## config.mk

```make
export PLATFORM = sky130hd
export DESIGN_NAME = magnitude_comparator_flat
export DESIGN_NICKNAME = d
export VERILOG_FILES = /design/src/rtl/magnitude_comparator_pkg.sv /design/src/rtl/magnitude_comparator_if.sv /design/src/rtl/magnitude_comparator_slice4.sv /design/src/rtl/magnitude_comparator.sv /design/src/flat_wrapper.sv
export SDC_FILE = /design/constraint.sdc
export NUM_CORES = 1
export LEC_CHECK = 0
export CAP_MARGIN = 0
export CORE_MARGIN = 4
export CORE_UTILIZATION = 35
export CTS_CLUSTER_DIAMETER = 50
export DETAILED_ROUTE_END_ITERATION = 16
export PLACE_DENSITY = 0.6
export SYNTH_ARGS = -nofsm -noshare
export SYNTH_HDL_FRONTEND = slang
export SYNTH_HIERARCHICAL = 1
export SYNTH_SLANG_ARGS = --single-unit
```

## constraint.sdc

```tcl
create_clock -name clk -period 2.8 [get_ports clk]
set_input_delay 0.28 -clock clk [delete_from_list [all_inputs] [get_ports clk]]
set_output_delay 0.28 -clock clk [all_outputs]
set_load 0.05 [all_outputs]
```

## src/rtl/magnitude_comparator_pkg.sv

```systemverilog
// ============================================================================
// Module  : magnitude_comparator_pkg
// Brief   : Shared constants, result enum and helpers for the magnitude comparator.
// Revision: 1.0 - initial release
// ============================================================================
`default_nettype none

package magnitude_comparator_pkg;

    localparam int SLICE_W       = 4;
    localparam int DEFAULT_WIDTH = 4;

    typedef enum logic [1:0] {
        GT = 2'd0,
        EQ = 2'd1,
        LT = 2'd2
    } cmp_result_t;

    function automatic int num_slices(input int width);
        return width / SLICE_W;
    endfunction

endpackage

`default_nettype wire

```

## src/rtl/magnitude_comparator_if.sv

```systemverilog
// ============================================================================
// Module  : magnitude_comparator_if
// Brief   : Operand/result bundle between a requester and the comparator.
// Revision: 1.0 - initial release
// ============================================================================
`default_nettype none

interface magnitude_comparator_if
    import magnitude_comparator_pkg::*;
#(
    parameter int WIDTH = DEFAULT_WIDTH
) ();

    logic             in_valid;
    logic             signed_mode;
    logic [WIDTH-1:0] a;
    logic [WIDTH-1:0] b;
    logic             a_gt_b;
    logic             a_eq_b;
    logic             a_lt_b;
    logic [WIDTH-1:0] max_out;
    logic [WIDTH-1:0] min_out;
    logic             out_valid;

    modport master (
        output in_valid, signed_mode, a, b,
        input  a_gt_b, a_eq_b, a_lt_b, max_out, min_out, out_valid
    );

    modport slave (
        input  in_valid, signed_mode, a, b,
        output a_gt_b, a_eq_b, a_lt_b, max_out, min_out, out_valid
    );

endinterface

`default_nettype wire

```

## src/rtl/magnitude_comparator_slice4.sv

```systemverilog
// ============================================================================
// Module  : comparator_slice4
// Brief   : 4-bit cascadable magnitude compare; defers to cascade inputs on a tie.
// Revision: 1.0 - initial release
// ============================================================================
`default_nettype none

module comparator_slice4
    import magnitude_comparator_pkg::*;
(
    input  wire logic [SLICE_W-1:0] a_i,
    input  wire logic [SLICE_W-1:0] b_i,
    input  wire logic               gt_in,
    input  wire logic               eq_in,
    input  wire logic               lt_in,
    output logic                    gt_out,
    output logic                    eq_out,
    output logic                    lt_out
);

    logic w_gt;
    logic w_lt;
    logic w_found;

    // The most significant differing bit decides; no subtraction involved.
    always_comb begin
        w_gt    = 1'b0;
        w_lt    = 1'b0;
        w_found = 1'b0;
        for (int i = SLICE_W - 1; i >= 0; i--) begin
            if (!w_found && (a_i[i] ^ b_i[i])) begin
                w_gt    = a_i[i];
                w_lt    = b_i[i];
                w_found = 1'b1;
            end
        end
    end

    assign gt_out = w_gt | (~w_found & gt_in);
    assign eq_out = ~w_found & eq_in;
    assign lt_out = w_lt | (~w_found & lt_in);

endmodule

`default_nettype wire

```

## src/rtl/magnitude_comparator.sv

```systemverilog
// ============================================================================
// Module  : magnitude_comparator
// Brief   : Registered signed/unsigned compare with max/min select, 1-cycle latency.
// Revision: 1.0 - initial release
// ============================================================================
`default_nettype none

module magnitude_comparator
    import magnitude_comparator_pkg::*;
#(
    parameter int WIDTH = DEFAULT_WIDTH
) (
    input  wire logic              clk,
    input  wire logic              rst,
    magnitude_comparator_if.slave  bus
);

    localparam int NSLICE = num_slices(WIDTH);

    logic [WIDTH-1:0] w_msb_flip;
    logic [WIDTH-1:0] w_a_cmp;
    logic [WIDTH-1:0] w_b_cmp;
    logic [NSLICE:0]  w_gt_c;
    logic [NSLICE:0]  w_eq_c;
    logic [NSLICE:0]  w_lt_c;
    cmp_result_t      w_res;

    // Flipping both sign bits maps two's-complement order onto unsigned order.
    assign w_msb_flip = {bus.signed_mode, {(WIDTH-1){1'b0}}};
    assign w_a_cmp    = bus.a ^ w_msb_flip;
    assign w_b_cmp    = bus.b ^ w_msb_flip;

    assign w_gt_c[0] = 1'b0;
    assign w_eq_c[0] = 1'b1;
    assign w_lt_c[0] = 1'b0;

    generate
        for (genvar k = 0; k < NSLICE; k++) begin : g_slice
            comparator_slice4 u_slice (
                .a_i    (w_a_cmp[k*SLICE_W +: SLICE_W]),
                .b_i    (w_b_cmp[k*SLICE_W +: SLICE_W]),
                .gt_in  (w_gt_c[k]),
                .eq_in  (w_eq_c[k]),
                .lt_in  (w_lt_c[k]),
                .gt_out (w_gt_c[k+1]),
                .eq_out (w_eq_c[k+1]),
                .lt_out (w_lt_c[k+1])
            );
        end
    endgenerate

    always_comb begin
        w_res = EQ;
        unique case ({w_gt_c[NSLICE], w_eq_c[NSLICE], w_lt_c[NSLICE]})
            3'b100:  w_res = GT;
            3'b001:  w_res = LT;
            default: w_res = EQ;
        endcase
    end

    logic             gt_d, eq_d, lt_d;
    logic [WIDTH-1:0] max_d, min_d;
    logic             gt_q, eq_q, lt_q, valid_q;
    logic [WIDTH-1:0] max_q, min_q;

    // On a tie A is reported as max and B as min.
    always_comb begin
        gt_d  = (w_res == GT);
        eq_d  = (w_res == EQ);
        lt_d  = (w_res == LT);
        max_d = (w_res == LT) ? bus.b : bus.a;
        min_d = (w_res == LT) ? bus.a : bus.b;
    end

    always_ff @(posedge clk) begin
        if (rst) begin
            gt_q    <= 1'b0;
            eq_q    <= 1'b1;
            lt_q    <= 1'b0;
            max_q   <= '0;
            min_q   <= '0;
            valid_q <= 1'b0;
        end else if (bus.in_valid) begin
            gt_q    <= gt_d;
            eq_q    <= eq_d;
            lt_q    <= lt_d;
            max_q   <= max_d;
            min_q   <= min_d;
            valid_q <= 1'b1;
        end else begin
            valid_q <= 1'b0;
        end
    end

    assign bus.a_gt_b    = gt_q;
    assign bus.a_eq_b    = eq_q;
    assign bus.a_lt_b    = lt_q;
    assign bus.max_out   = max_q;
    assign bus.min_out   = min_q;
    assign bus.out_valid = valid_q;

endmodule

`default_nettype wire

```

## src/flat_wrapper.sv

```systemverilog
// flat-port wrapper written by rule: the top's interface ports become plain ports
module magnitude_comparator_flat import magnitude_comparator_pkg::*;
#(
    parameter int WIDTH = DEFAULT_WIDTH
)
  (clk, rst, bus_in_valid, bus_signed_mode, bus_a, bus_b, bus_a_gt_b, bus_a_eq_b, bus_a_lt_b, bus_max_out, bus_min_out, bus_out_valid);
  magnitude_comparator_if #(.WIDTH(WIDTH)) bus_i ();
  input  wire logic clk;
  input  wire logic rst;
  input wire logic [$bits(bus_i.in_valid)-1:0] bus_in_valid;
  input wire logic [$bits(bus_i.signed_mode)-1:0] bus_signed_mode;
  input wire logic [$bits(bus_i.a)-1:0] bus_a;
  input wire logic [$bits(bus_i.b)-1:0] bus_b;
  output wire logic [$bits(bus_i.a_gt_b)-1:0] bus_a_gt_b;
  output wire logic [$bits(bus_i.a_eq_b)-1:0] bus_a_eq_b;
  output wire logic [$bits(bus_i.a_lt_b)-1:0] bus_a_lt_b;
  output wire logic [$bits(bus_i.max_out)-1:0] bus_max_out;
  output wire logic [$bits(bus_i.min_out)-1:0] bus_min_out;
  output wire logic [$bits(bus_i.out_valid)-1:0] bus_out_valid;
  assign bus_i.in_valid = bus_in_valid;
  assign bus_i.signed_mode = bus_signed_mode;
  assign bus_i.a = bus_a;
  assign bus_i.b = bus_b;
  assign bus_a_gt_b = bus_i.a_gt_b;
  assign bus_a_eq_b = bus_i.a_eq_b;
  assign bus_a_lt_b = bus_i.a_lt_b;
  assign bus_max_out = bus_i.max_out;
  assign bus_min_out = bus_i.min_out;
  assign bus_out_valid = bus_i.out_valid;
  magnitude_comparator #(.WIDTH(WIDTH)) u_core (.clk(clk), .rst(rst), .bus(bus_i));
endmodule
```

==> reports/metrics.csv <==
stage,metric,value,unit
sta,rsz0062_at_grt,false,
sta,fmax,0.390,GHz
status,outcome,completed,
sta,final_hold_viol_count,0,
routing,drtIter0Drc,15,
grt,track_usage,12.3,%
layout,area_growth,52.5,%
grt,grt_pass1_wl,2730,um
pwr,peakVddDrop,0.265,mV
yosys,synth_top_cells_by_area,"dfxtp_1, nand2_1, a311oi_1, nor2_1, xnor2_1",
critical_path,critPathTopFamily,buffers and inverters,
grt,grt_pass1_vias,656,
clock_network,cts_buffers,3,
run,drv_cap,0,
clock_network,cts-hold-fix-buffers,0,
layout,register_area,240,um2
layout,fin_nets,148,
routing,routed-via-count,748,
routing,viasPerCell,4.68,
routing,wl_per_cell,10.5,um
sta,fin_crit,2.56,ns
pwr,power_density,535,mW/mm2
yosys,synthesis.area,748,um2
critical_path,worstSetupPathType,primary input to flip-flop,
floorplanning,ios,24,
placement,port_buffers,23,
critical_path,cp-end-kind,flip-flop,
floorplanning,start_util,37.4,%
yosys,ys_seq_elements,12,
layout,num_antenna_cells,0,
layout,drive_gt1_share,16.5,%
grt,grt_max_degree,21,
floorplanning,coreArea,0.00200,mm2
routing,drtPass1Iterations,4,
floorplanning,row_count,16,
layout,multiInputGateArea,515,um2
layout,fin_util,57.0,%
floorplanning,die_area,0.00294,mm2
routing,highest_layer,met3,
critical_path,cp_slowest_cell,clkdlybuf4s50_1,
routing,drc_errors,0,
sta,slew_violations,0,
routing,dr_wl_met3,100,um
critical_path,worstPathArrival,2.73,ns
grt,grt_antenna_before_repair,0,
yosys,synth_area_leader_cell,dfxtp_1,
critical_path,required,2.97,ns
critical_path,slowest_delay,0.53,ns
clock_network,cts_sinks,12,
clock_network,post-cts-setup-buffer-count,0,
clock_network,root_buffer,clkbuf_4,
pwr,total_power,611,uW
pwr,leakage,0.477,nW
yosys,synth_cell_types,26,
yosys,synth_warnings,6,
clock_network,clockBufferDepth,2,
floorplanning,fp.dieW,54.2,um
sta,setup_viol,0,
placement,gp_congestion,0.800,
routing,wl_met1,812,um
placement,hpwlAfterDp,1320,um
yosys,yosysTopAreaCellShare,32.1,%
grt,overflow,0,
yosys,synth.avg_cell_area,7.63,um2
routing,drt-total-wl,1690,um
sta,fin_worst_skew,0,ns
critical_path,cp_max_fo,9,
critical_path,path_cells,clkdlybuf4s50_1 > xor2_2 > inv_1 > ha_2 > nand4b_2 > o32a_1 > nor2_2 > nor3b_4 > buf_4 > nand2_1 > a311oi_1,
hold_path,hp-class,flip-flop to flip-flop,
sta,slew_headroom,55.3,%
yosys,postSynthCellCount,98,
routing,wl_met2,772,um
layout,fill_cells,194,
clock_network,htree_levels,1,
clock_network,clk_latency,0.26,ns
floorplanning,die_h,54.2,um
yosys,synth.yosys.seq_area_share,32.1,%
critical_path,crit_path_start_kind,primary input,
routing,ant_nets,0,
critical_path,cp_num_buf_inv,3,
sta,period_share,91.6,%
clock_network,cts_tree,built,
sta,worst_pin_slew,0.669,ns
clock_network,clk_pin_slew,0.07,ns
## final timing paths
path	start	end	slack (ns)	cells past startpoint
max	bus_a[3]	u_core/bus.max_out[1]	0.24	11
min	u_core/bus.min_out[1]	u_core/bus.min_out[1]	0.48	2
max reg2reg	u_core/bus.max_out[3]	u_core/bus.max_out[3]	2.07	2
min reg2reg	u_core/bus.min_out[1]	u_core/bus.min_out[1]	0.48	2
## synth_stat cells
master      n
a2111oi_1   1
a21oi_1     5
a22oi_1     1
a311oi_1    8
buf_2       1
clkbuf_1    3
conb_1      2
dfxtp_1    12
ha_1        2
inv_1       4
mux2i_1     2
nand2_1    20
nand2b_1    2
nand4b_2    1
nor2_1     17
nor2b_1     3
nor2b_4     1
nor3_1      1
nor3b_1     2
nor3b_4     1
o21ai_0     1
o22ai_1     1
o32a_1      1
or3b_1      1
xnor2_1     3
xor2_1      2
## cell type report
| cell class | count | share of cell area, % |
|---|---|---|
| multi-input cells | 81 | 45.2 |
| repair buffers | 32 | 26.3 |
| flip-flops and latches | 12 | 21.1 |
| clock buffers | 4 | 3.18 |
| well taps | 27 | 2.96 |
| inverters | 4 | 1.32 |
## flip-flops by register name, summed over array words and instances (netlist names)
| name | count |
|---|---|
| u_core/bus.max_out | 4 |
| u_core/bus.min_out | 4 |
| u_core/bus.a_lt_b | 1 |
| u_core/bus.out_valid | 1 |
| u_core/bus.a_eq_b | 1 |
| u_core/bus.a_gt_b | 1 |
## power breakdown
part	internal, mW	switching (mW)
clock network	0.0789	0.0529
logic	0.123	0.159
registers	0.188	0.00833
## metal layers
metal	vias to the layer above	track usage [%]
met2	19	19.1
li1	398	-
met4	0	6.22
met5	-	0
met3	0	1.91
met1	331	16.3
## placed cells by master, fill, tap and decap left out, types with 3 or more instances in the layout
master / synthesis / layout
dfxtp_1: 12 / 12
a311oi_1: 8 / 8
nor2b_1: 3 / 3
inv_1: 4 / 4
clkbuf_4: 0 / 3
a21oi_1: 5 / 5
nand2_1: 20 / 20
clkdlybuf4s50_1: 0 / 22
conb_1: 2 / 5
nor2_1: 17 / 16
xnor2_1: 3 / 3
buf_4: 0 / 9
## worst reg2reg max path, stage by stage (launching register included)
cell and delay (ns):
dfxtp_1 0.34, nor2_1 0.05, a311oi_1 0.25
## per-stage QoR
stage / setup TNS, ns / area (um2) / cells / setup WS, ns / hold slack (ns)
floorplan: 0 / 759 / 101 / 0.462 / 0.363
global placement: -0.875 / 1070 / 156 / -0.123 / 0.476
detailed placement: -1.57 / 1070 / 156 / -0.206 / 0.481
CTS: 0 / 1110 / 160 / 0.0633 / 0.491
global route: 0 / 1140 / 160 / 0.0453 / 0.515
finish: 0 / 1140 / 160 / 0.235 / 0.485
## cell families after synthesis
| family | synth area share (%) |
|---|---|
| flip-flops | 32.1 |
| buffers and inverters | 4.18 |
| adder cells (fa/ha/maj) | 3.34 |
| XOR/XNOR | 5.85 |
| multiplexers | 2.68 |
| other | 1.00 |
| AO/OA/AOI/OAI | 17.9 |
| AND/OR/NAND/NOR | 32.9 |
## what timing repair did
action,in CTS,in global routing
hold endpoints to repair,0,0
setup endpoints to repair,0,8
resized for setup,0,7
No activity file was read; power rests on OpenSTA's default activity.
